**src/rtl/elbeth_fetch_ctrl_pkg.sv**
```systemverilog
// Shared definitions for the fetch controller: FSM states, default addresses, redirect record.
// Latency: n/a (types and constants only).
// Backpressure: n/a.
package elbeth_fetch_ctrl_pkg;

  localparam logic [31:0] DEF_RESET_PC   = 32'h0000_0200;
  localparam logic [31:0] DEF_EXC_VECTOR = 32'h0000_0100;
  localparam logic [31:0] DEF_PC_STEP    = 32'd4;

  typedef enum logic [1:0] {
    S_BOOT  = 2'd0,
    S_FETCH = 2'd1,
    S_WAIT  = 2'd2,
    S_REDIR = 2'd3
  } state_t;

  // A redirect request: exc marks exception class so a later branch cannot displace it.
  typedef struct packed {
    logic        vld;
    logic        exc;
    logic [31:0] pc;
  } redir_t;

  // Sequential PC advance; wraps modulo 2^32 by construction.
  function automatic logic [31:0] pc_add(input logic [31:0] pc, input logic [31:0] step);
    return pc + step;
  endfunction

endpackage

```
**src/rtl/elbeth_fetch_ctrl_if.sv**
```systemverilog
// Bundle between the fetch controller, the PC register/pipeline and the imem port.
// Latency: n/a (wiring only).
// Backpressure: imem_ready is the memory's accept/return strobe for imem_req.
// Ports: pc, hazard_stall, branch_taken, branch_target, exc_req, imem_ready (into controller);
//        imem_req, next_pc, ctrl_stall, ctrl_flush, fetch_valid (out of controller).
interface elbeth_fetch_ctrl_if;
  logic [31:0] pc;
  logic        hazard_stall;
  logic        branch_taken;
  logic [31:0] branch_target;
  logic        exc_req;
  logic        imem_ready;
  logic        imem_req;
  logic [31:0] next_pc;
  logic        ctrl_stall;
  logic        ctrl_flush;
  logic        fetch_valid;

  // master: the fetch controller itself
  modport master (
    input  pc, hazard_stall, branch_taken, branch_target, exc_req, imem_ready,
    output imem_req, next_pc, ctrl_stall, ctrl_flush, fetch_valid
  );

  // slave: pipeline / memory side that consumes the controls
  modport slave (
    output pc, hazard_stall, branch_taken, branch_target, exc_req, imem_ready,
    input  imem_req, next_pc, ctrl_stall, ctrl_flush, fetch_valid
  );
endinterface

```
**src/rtl/elbeth_fetch_ctrl_redirect_arb.sv**
```systemverilog
// Combinational priority merge of a new exception, a new branch and a parked redirect.
// Latency: 0 cycles (pure combinational).
// Backpressure: none; result is consumed or parked by the caller.
// Ports: i_exc, i_branch, i_branch_target, i_pend (parked redirect) -> o_redir (target + valid + class).
module elbeth_redirect_arb
  import elbeth_fetch_ctrl_pkg::*;
#(
  parameter logic [31:0] EXC_VECTOR = DEF_EXC_VECTOR
) (
  input  logic        i_exc,
  input  logic        i_branch,
  input  logic [31:0] i_branch_target,
  input  redir_t      i_pend,
  output redir_t      o_redir
);

  // Exception beats branch; within a class the newest request wins.
  always_comb begin
    o_redir = i_pend;
    if (i_exc) begin
      o_redir = '{vld: 1'b1, exc: 1'b1, pc: EXC_VECTOR};
    end else if (i_branch && !(i_pend.vld && i_pend.exc)) begin
      o_redir = '{vld: 1'b1, exc: 1'b0, pc: i_branch_target};
    end
  end

endmodule

```
**src/rtl/elbeth_fetch_ctrl.sv**
```systemverilog
// PC sequencer and imem fetch handshake: picks next_pc, drives stall/flush, parks mid-fetch redirects.
// Latency: next_pc combinational; redirect to first fetch at target is 2 cycles with imem_ready high.
// Backpressure: imem_ready low holds req and stalls the PC; redirects are parked until the fetch retires.
// Ports: clk, rst_n (async, active-low), bus (elbeth_fetch_ctrl_if.master).
// Optional: ELBETH_FETCH_PERF_EN adds perf_stall_cnt / perf_flush_cnt (saturating 32-bit cycle counts).
module elbeth_fetch_ctrl
  import elbeth_fetch_ctrl_pkg::*;
#(
  parameter logic [31:0] RESET_PC   = DEF_RESET_PC,
  parameter logic [31:0] EXC_VECTOR = DEF_EXC_VECTOR,
  parameter logic [31:0] PC_STEP    = DEF_PC_STEP
) (
  input  logic                 clk,
  input  logic                 rst_n,
  elbeth_fetch_ctrl_if.master  bus
`ifdef ELBETH_FETCH_PERF_EN
  ,
  output logic [31:0]          perf_stall_cnt,
  output logic [31:0]          perf_flush_cnt
`endif
);

  state_t      r_state, w_state_nxt;
  redir_t      r_pend, w_pend_nxt, w_arb;
  logic        w_req, w_stall, w_flush, w_fv;
  logic [31:0] w_npc;

  elbeth_redirect_arb #(.EXC_VECTOR(EXC_VECTOR)) u_arb (
    .i_exc           (bus.exc_req),
    .i_branch        (bus.branch_taken),
    .i_branch_target (bus.branch_target),
    .i_pend          (r_pend),
    .o_redir         (w_arb)
  );

  always_comb begin
    w_state_nxt = r_state;
    w_pend_nxt  = r_pend;
    w_req       = 1'b0;
    w_stall     = 1'b0;
    w_flush     = 1'b0;
    w_fv        = 1'b0;
    w_npc       = bus.pc;
    case (r_state)
      S_BOOT: begin
        // PC register resets to RESET_PC itself; hold it for this cycle.
        w_stall     = 1'b1;
        w_npc       = RESET_PC;
        w_state_nxt = S_FETCH;
      end
      S_FETCH, S_WAIT: begin
        // Pending is always empty in S_FETCH, so both states share one decision tree.
        w_req = 1'b1;
        if (!bus.imem_ready) begin
          w_stall     = 1'b1;
          w_pend_nxt  = w_arb;
          w_state_nxt = S_WAIT;
        end else if (w_arb.vld) begin
          // Redirect overrides hazard_stall so the PC actually loads the target.
          w_npc       = w_arb.pc;
          w_flush     = 1'b1;
          w_pend_nxt  = '0;
          // A parked redirect already spent its bubble while waiting.
          w_state_nxt = r_pend.vld ? S_FETCH : S_REDIR;
        end else begin
          w_fv        = 1'b1;
          w_npc       = pc_add(bus.pc, PC_STEP);
          w_stall     = bus.hazard_stall;
          w_state_nxt = S_FETCH;
        end
      end
      S_REDIR: begin
        w_flush     = 1'b1;
        w_state_nxt = S_FETCH;
      end
      default: w_state_nxt = S_BOOT;
    endcase
  end

  // Outputs forced low while reset is held, independent of the clock.
  assign bus.imem_req    = w_req   & rst_n;
  assign bus.ctrl_stall  = w_stall & rst_n;
  assign bus.ctrl_flush  = w_flush & rst_n;
  assign bus.fetch_valid = w_fv    & rst_n;
  assign bus.next_pc     = rst_n ? w_npc : 32'd0;

  always_ff @(posedge clk or negedge rst_n) begin
    if (!rst_n) begin
      r_state <= S_BOOT;
      r_pend  <= '0;
    end else begin
      r_state <= w_state_nxt;
      r_pend  <= w_pend_nxt;
    end
  end

`ifdef ELBETH_FETCH_PERF_EN
  logic [31:0] r_stall_cnt, r_flush_cnt;

  always_ff @(posedge clk or negedge rst_n) begin
    if (!rst_n) begin
      r_stall_cnt <= 32'd0;
      r_flush_cnt <= 32'd0;
    end else begin
      if (bus.ctrl_stall && (r_stall_cnt != 32'hFFFF_FFFF)) r_stall_cnt <= r_stall_cnt + 32'd1;
      if (bus.ctrl_flush && (r_flush_cnt != 32'hFFFF_FFFF)) r_flush_cnt <= r_flush_cnt + 32'd1;
    end
  end

  assign perf_stall_cnt = r_stall_cnt;
  assign perf_flush_cnt = r_flush_cnt;
`endif

endmodule
```
**src/flat_wrapper.sv**
```systemverilog
// flat-port wrapper written by rule: the top's interface ports become plain ports
module elbeth_fetch_ctrl_flat import elbeth_fetch_ctrl_pkg::*;
#(
  parameter logic [31:0] RESET_PC   = DEF_RESET_PC,
  parameter logic [31:0] EXC_VECTOR = DEF_EXC_VECTOR,
  parameter logic [31:0] PC_STEP    = DEF_PC_STEP
)
  (clk, rst_n, bus_pc, bus_hazard_stall, bus_branch_taken, bus_branch_target, bus_exc_req, bus_imem_ready, bus_imem_req, bus_next_pc, bus_ctrl_stall, bus_ctrl_flush, bus_fetch_valid);
  elbeth_fetch_ctrl_if bus_i ();
  input  logic clk;
  input  logic rst_n;
  input wire logic [$bits(bus_i.pc)-1:0] bus_pc;
  input wire logic [$bits(bus_i.hazard_stall)-1:0] bus_hazard_stall;
  input wire logic [$bits(bus_i.branch_taken)-1:0] bus_branch_taken;
  input wire logic [$bits(bus_i.branch_target)-1:0] bus_branch_target;
  input wire logic [$bits(bus_i.exc_req)-1:0] bus_exc_req;
  input wire logic [$bits(bus_i.imem_ready)-1:0] bus_imem_ready;
  output wire logic [$bits(bus_i.imem_req)-1:0] bus_imem_req;
  output wire logic [$bits(bus_i.next_pc)-1:0] bus_next_pc;
  output wire logic [$bits(bus_i.ctrl_stall)-1:0] bus_ctrl_stall;
  output wire logic [$bits(bus_i.ctrl_flush)-1:0] bus_ctrl_flush;
  output wire logic [$bits(bus_i.fetch_valid)-1:0] bus_fetch_valid;
  assign bus_i.pc = bus_pc;
  assign bus_i.hazard_stall = bus_hazard_stall;
  assign bus_i.branch_taken = bus_branch_taken;
  assign bus_i.branch_target = bus_branch_target;
  assign bus_i.exc_req = bus_exc_req;
  assign bus_i.imem_ready = bus_imem_ready;
  assign bus_imem_req = bus_i.imem_req;
  assign bus_next_pc = bus_i.next_pc;
  assign bus_ctrl_stall = bus_i.ctrl_stall;
  assign bus_ctrl_flush = bus_i.ctrl_flush;
  assign bus_fetch_valid = bus_i.fetch_valid;
  elbeth_fetch_ctrl #(.RESET_PC(RESET_PC), .EXC_VECTOR(EXC_VECTOR), .PC_STEP(PC_STEP)) u_core (.clk(clk), .rst_n(rst_n), .bus(bus_i));
endmodule
```
**config.mk**
```make
export PLATFORM = sky130hd
export DESIGN_NAME = elbeth_fetch_ctrl_flat
export DESIGN_NICKNAME = d
export VERILOG_FILES = /design/src/rtl/elbeth_fetch_ctrl_pkg.sv /design/src/rtl/elbeth_fetch_ctrl_if.sv /design/src/rtl/elbeth_fetch_ctrl_redirect_arb.sv /design/src/rtl/elbeth_fetch_ctrl.sv /design/src/flat_wrapper.sv
export SDC_FILE = /design/constraint.sdc
export NUM_CORES = 1
export LEC_CHECK = 0
export ABC_CLOCK_PERIOD_IN_PS = 2050
export BUFFER_PORTS_ARGS = -buffer_cell sky130_fd_sc_hd__buf_2
export CAP_MARGIN = 20
export CORE_UTILIZATION = 30
export CTS_CLUSTER_DIAMETER = 60
export DETAILED_ROUTE_END_ITERATION = 10
export HOLD_SLACK_MARGIN = 0.06
export PLACE_DENSITY = 0.49
export SLEW_MARGIN = 5
export SYNTH_ARGS = -nofsm -noshare
export SYNTH_HDL_FRONTEND = slang
export SYNTH_HIERARCHICAL = 1
export SYNTH_SLANG_ARGS = --single-unit
```
**constraint.sdc**
```tcl
create_clock -name clk -period 2.05 [get_ports clk]
set_clock_uncertainty 0.05 [all_clocks]
set_input_delay 0.1025 -clock clk [delete_from_list [all_inputs] [get_ports clk]]
set_output_delay 0.1025 -clock clk [all_outputs]
set_load 0.01 [all_outputs]
```
==> flow_summary.rst <==
.. list-table::
   :header-rows: 1

   * - Metric
     - Value
   * - Outcome
     - finished, violations left
   * - Violated checks
     - setup timing
   * - HPWL after detailed placement
     - 10.3 mm
   * - Cell area power density
     - approximately 1000 mW/mm^2
   * - Die outline area
     - 0.0132 mm^2
   * - Internal power component
     - ~3.4 mW
   * - Post-synthesis simple-gate area fraction
     - 28.4%
   * - Via count of the routed design
     - 4455
   * - Gate family responsible for the most delay along the worst path
     - compound AO/OA/AOI/OAI gates
   * - Floorplan Core Area
     - around 0.012 mm^2
   * - Drt initial violations
     - 256
   * - Overall routed net length
     - between 15 and 20 mm
   * - Final worst slack
     - -381 ps
   * - Clock network power share
     - 12.7%
   * - Cell Chain, Critical Path
     - a21boi_4 -> buf_12 -> buf_8 -> mux2i_1 -> o21ai_0 -> a31oi_1 -> o31ai_1 -> a21oi_1 -> buf_2
   * - Final worst-path cycle share
     - 119%
   * - Post-Synth XOR/XNOR Area
     - 0%
   * - Count of mapped cells out of synthesis
     - 482
   * - Type of the tightest min-delay check
     - in -> async
   * - Setup slack of the most critical reg-to-reg path
     - 70 ps
   * - Synth top area cells
     - sky130_fd_sc_hd__dfrtp_1, sky130_fd_sc_hd__mux2i_1, sky130_fd_sc_hd__nand2b_1, sky130_fd_sc_hd__a22o_1, sky130_fd_sc_hd__o21ai_0
   * - Worst-skew pair later-pin latency
     - 280 ps
   * - Hold slack
     - 218 ps
   * - Total global routing overflow
     - 0
   * - Deepest clock path buffer count
     - 2
   * - Layout-stage area growth over the synthesis result
     - 56.4%
   * - Die X
     - 115 um
   * - Boundary pin count
     - ~110
   * - Required time at the worst-slack endpoint
     - 1900 ps
   * - Count of final setup violators
     - 34
   * - Clock slew seen by the registers of the worst setup and hold paths
     - approximately 60 ps
   * - Area leader, netlist
     - sky130_fd_sc_hd__dfrtp_1
   * - Count of different cell masters after synthesis
     - 56
   * - Routed length per placed instance
     - 18.5 um
   * - Largest driver fanout on the critical path
     - 6
   * - Clock root buffer
     - sky130_fd_sc_hd__clkbuf_16
   * - Number of H-tree levels
     - 2
   * - Standard-cell row count
     - 40
   * - Remaining design rule violation count
     - 0
   * - Net switching fraction of the power
     - 45.0%
   * - IO buf count
     - 105
   * - Critical path class
     - reg -> out
   * - Maximum clock frequency
     - a little over 400 MHz
   * - Number of buffers inserted during clock tree synthesis
     - 5
   * - Delay of the slowest cell on the worst path
     - 430 ps
   * - Share of cell area taken by muxes after synthesis
     - 12.1%
   * - Routability Congestion
     - 0.883
   * - Number of synthesized flops with an enable pin
     - 0
   * - Synthesized flop and latch total
     - 36
   * - Via count of the first global-routing pass
     - 4333
   * - Element type at the critical path end
     - primary output
   * - Per-instance average area after synthesis
     - 7.91 um^2
   * - Largest net degree at the start of global routing
     - 40
   * - Critical path launch point type
     - flop
   * - Adder-cell share of the synthesized area
     - 1.64%
   * - Largest family of logic cells by synthesized area
     - simple AND/OR/NAND/NOR gates
   * - Sequential fraction of design power
     - approximately 18%
   * - Worst slew pin tran
     - 605 ps
   * - Filler cell count in the final layout
     - 1206
   * - Area of the mapped netlist
     - 0.00381 mm^2
   * - Clock sink total
     - 36
   * - Number of buffer and inverter stages on the critical path
     - 3
   * - CTS tree
     - built
   * - Maximum vdd ir drop
     - 697 uV
   * - Combinational share of power
     - 68.9%
   * - Count of TritonRoute iterations in the first routing pass
     - 5
   * - Reg2Reg Capture Point
     - u_core/r_pend[19]
   * - Final Slew Violations
     - 0
   * - Crit path time final
     - 2430 ps
   * - Final nets
     - 723
   * - Max Cap Viol
     - 0
   * - First-pass GRT wire length
     - 22.9 mm
   * - Sequential share of the synthesized area
     - between 20% and 30%
   * - Pre-CTS WS
     - -61.5 ps
   * - Synth Flop Type
     - sky130_fd_sc_hd__dfrtp_1
   * - Post-Syn Nets
     - ~560
   * - FFs w/ async S/R, synth
     - 100%
   * - Count of final hold-check violations
     - 0
   * - Fraction of synthesized cell area taken by the top area cell type
     - 23.6%
   * - Overall Global Routing Usage
     - 22.2%
   * - Diode count
     - 0
   * - Fraction of layout instances using a drive strength above 1
     - 45.3%
   * - Routed via count divided by cell count
     - 5.45
   * - Static Leakage
     - 2.72 nW
   * - Worst rel slew slack
     - 59.6%
   * - Number of antenna violations at the first check in global routing
     - 0
   * - Arrival time of data at the critical path endpoint
     - 2280 ps
   * - Compound-Gate Fraction of Synth Area
     - around 28%
   * - Post-route ant nets
     - 0
   * - Reg-to-reg startpoint
     - u_core/r_pend[33]
   * - Max stage delay cell, worst path
     - sky130_fd_sc_hd__dfrtp_2
   * - Reg2reg path depth
     - 9
   * - Chip Height
     - approximately 110 um
   * - Unrepaired setup endpoints after global routing
     - true
   * - Initial core utilization
     - 31.2%
   * - Switching power of the nets
     - 2.75 mW
   * - Number of warning messages in the yosys log
     - 6
through the flow:
step	area, um^2	setup TNS [ps]	utilization [%]	instances	total power, mW
after global placement	4830	-60.7	39.6	766	4.30
after CTS	5460	-6070	44.7	790	5.61
final	5960	-8110	48.8	817	6.11
after global routing	5960	-10880	48.8	817	6.48
after floorplan	3810	0	-	482	2.97
after detailed placement	4830	-211	39.6	766	4.34
worst reg2reg max path, delay by kind of cell (launching register included):
family	cells	cell delay [ps]
and+or+nand+nor	4	740
AOI/OAI and AO/OA	1	80
buffers and inverters	4	600
DFF	1	430
metal layers:
layer	up-vias	track usage, %	part of all wire [%]
li1	2114	-	-
met1	2141	30.4	45
met2	175	36.7	48
met3	25	3.44	5.3
met4	0	5.54	2.0
met5	-	0	0
what timing repair did:
item                                    in CTS  in global routing
resized for setup                           75                 63
hold endpoints to repair                     6                  0
hold buffers                                 1                  0
cloned                                       2                  1
pin swaps                                    5                 25
setup buffers                               13                 26
endpoints found under the setup margin      34                 34
cells in the final DEF (no fill, tap or decap), types with 9 or more instances in the layout:
cell type,netlist,layout
sky130_fd_sc_hd__nand3_1,16,13
sky130_fd_sc_hd__buf_4,0,66
sky130_fd_sc_hd__a22o_1,30,30
sky130_fd_sc_hd__buf_6,0,12
sky130_fd_sc_hd__mux2i_1,46,20
sky130_fd_sc_hd__a21oi_1,21,16
sky130_fd_sc_hd__buf_12,0,11
sky130_fd_sc_hd__nand4_1,9,9
sky130_fd_sc_hd__a221oi_2,1,10
sky130_fd_sc_hd__nand2_1,46,42
sky130_fd_sc_hd__dfrtp_1,36,35
sky130_fd_sc_hd__o21ai_0,36,27
sky130_fd_sc_hd__buf_2,4,106
sky130_fd_sc_hd__inv_1,17,12
sky130_fd_sc_hd__nor2_1,23,21
sky130_fd_sc_hd__nand2b_1,63,62
sky130_fd_sc_hd__mux2i_4,0,20
cell type report:
type	count	area [um^2]	share of cell area, %
Timing Repair Buffer	199	1450	24.4
Inverter	18	70.1	1.18
Clock inverter	3	23.8	0.399
Tap cell	168	210	3.53
Sequential cell	36	902	15.1
Multi-Input combinational cell	388	3180	53.3
Clock buffer	5	125	2.10
flip-flops by register name (all words and copies together), names as in the netlist:
| register | cells |
|---|---|
| u_core/r_pend | 34 |
| u_core/r_state | 2 |
how the worst max path moves through the flow:
| stage | to | cells past startpoint | slack [ps] | start |
|---|---|---|---|---|
| after floorplan | bus_next_pc[22] | 6 | 90 | u_core/r_pend[33] |
| after global placement | bus_next_pc[11] | 6 | -40 | u_core/r_state[0] |
| after detailed placement | bus_next_pc[11] | 6 | -60 | u_core/r_state[0] |
| after CTS | bus_next_pc[29] | 8 | -280 | u_core/r_pend[33] |
| after global routing | bus_next_pc[20] | 11 | -450 | u_core/r_pend[33] |
| final | bus_next_pc[21] | 9 | -380 | u_core/r_pend[33] |
synth_stat cells, types with 3 or more instances:
master / instances
sky130_fd_sc_hd__nor2_1: 23
sky130_fd_sc_hd__o21ai_0: 36
sky130_fd_sc_hd__clkbuf_1: 31
sky130_fd_sc_hd__and3_1: 3
sky130_fd_sc_hd__a22o_1: 30
sky130_fd_sc_hd__nand4_1: 9
sky130_fd_sc_hd__nor2b_1: 3
sky130_fd_sc_hd__buf_2: 4
sky130_fd_sc_hd__o211ai_1: 5
sky130_fd_sc_hd__or3_1: 5
sky130_fd_sc_hd__a211oi_1: 11
sky130_fd_sc_hd__a221oi_1: 10
sky130_fd_sc_hd__a21oi_1: 21
sky130_fd_sc_hd__nand2b_1: 63
sky130_fd_sc_hd__mux2i_1: 46
sky130_fd_sc_hd__nand3_1: 16
sky130_fd_sc_hd__buf_8: 3
sky130_fd_sc_hd__inv_1: 17
sky130_fd_sc_hd__nand2_1: 46
sky130_fd_sc_hd__and4_1: 5
sky130_fd_sc_hd__ha_1: 5
sky130_fd_sc_hd__dfrtp_1: 36
sky130_fd_sc_hd__a31oi_1: 5
sky130_fd_sc_hd__a22oi_1: 6
cell families (layout without fill, tap and decap cells):
kind of cell / count (synthesis) / after routing
AOI/OAI and AO/OA: 148 / 148
DFF: 36 / 36
adders and majority gates: 5 / 5
buffers and inverters: 58 / 225
and+or+nand+nor: 189 / 189
muxes: 46 / 46
power groups by stage:
stage | Clock [mW] | Sequential, mW | Combinational (mW)
final | 0.778 | 1.12 | 4.21
after global routing | 0.825 | 1.15 | 4.50
after CTS | 0.797 | 1.11 | 3.71
after detailed placement | 0 | 1.11 | 3.22
after global placement | 0 | 1.11 | 3.20
after floorplan | 0 | 1.08 | 1.89
No activity file was read; power rests on OpenSTA's default activity.
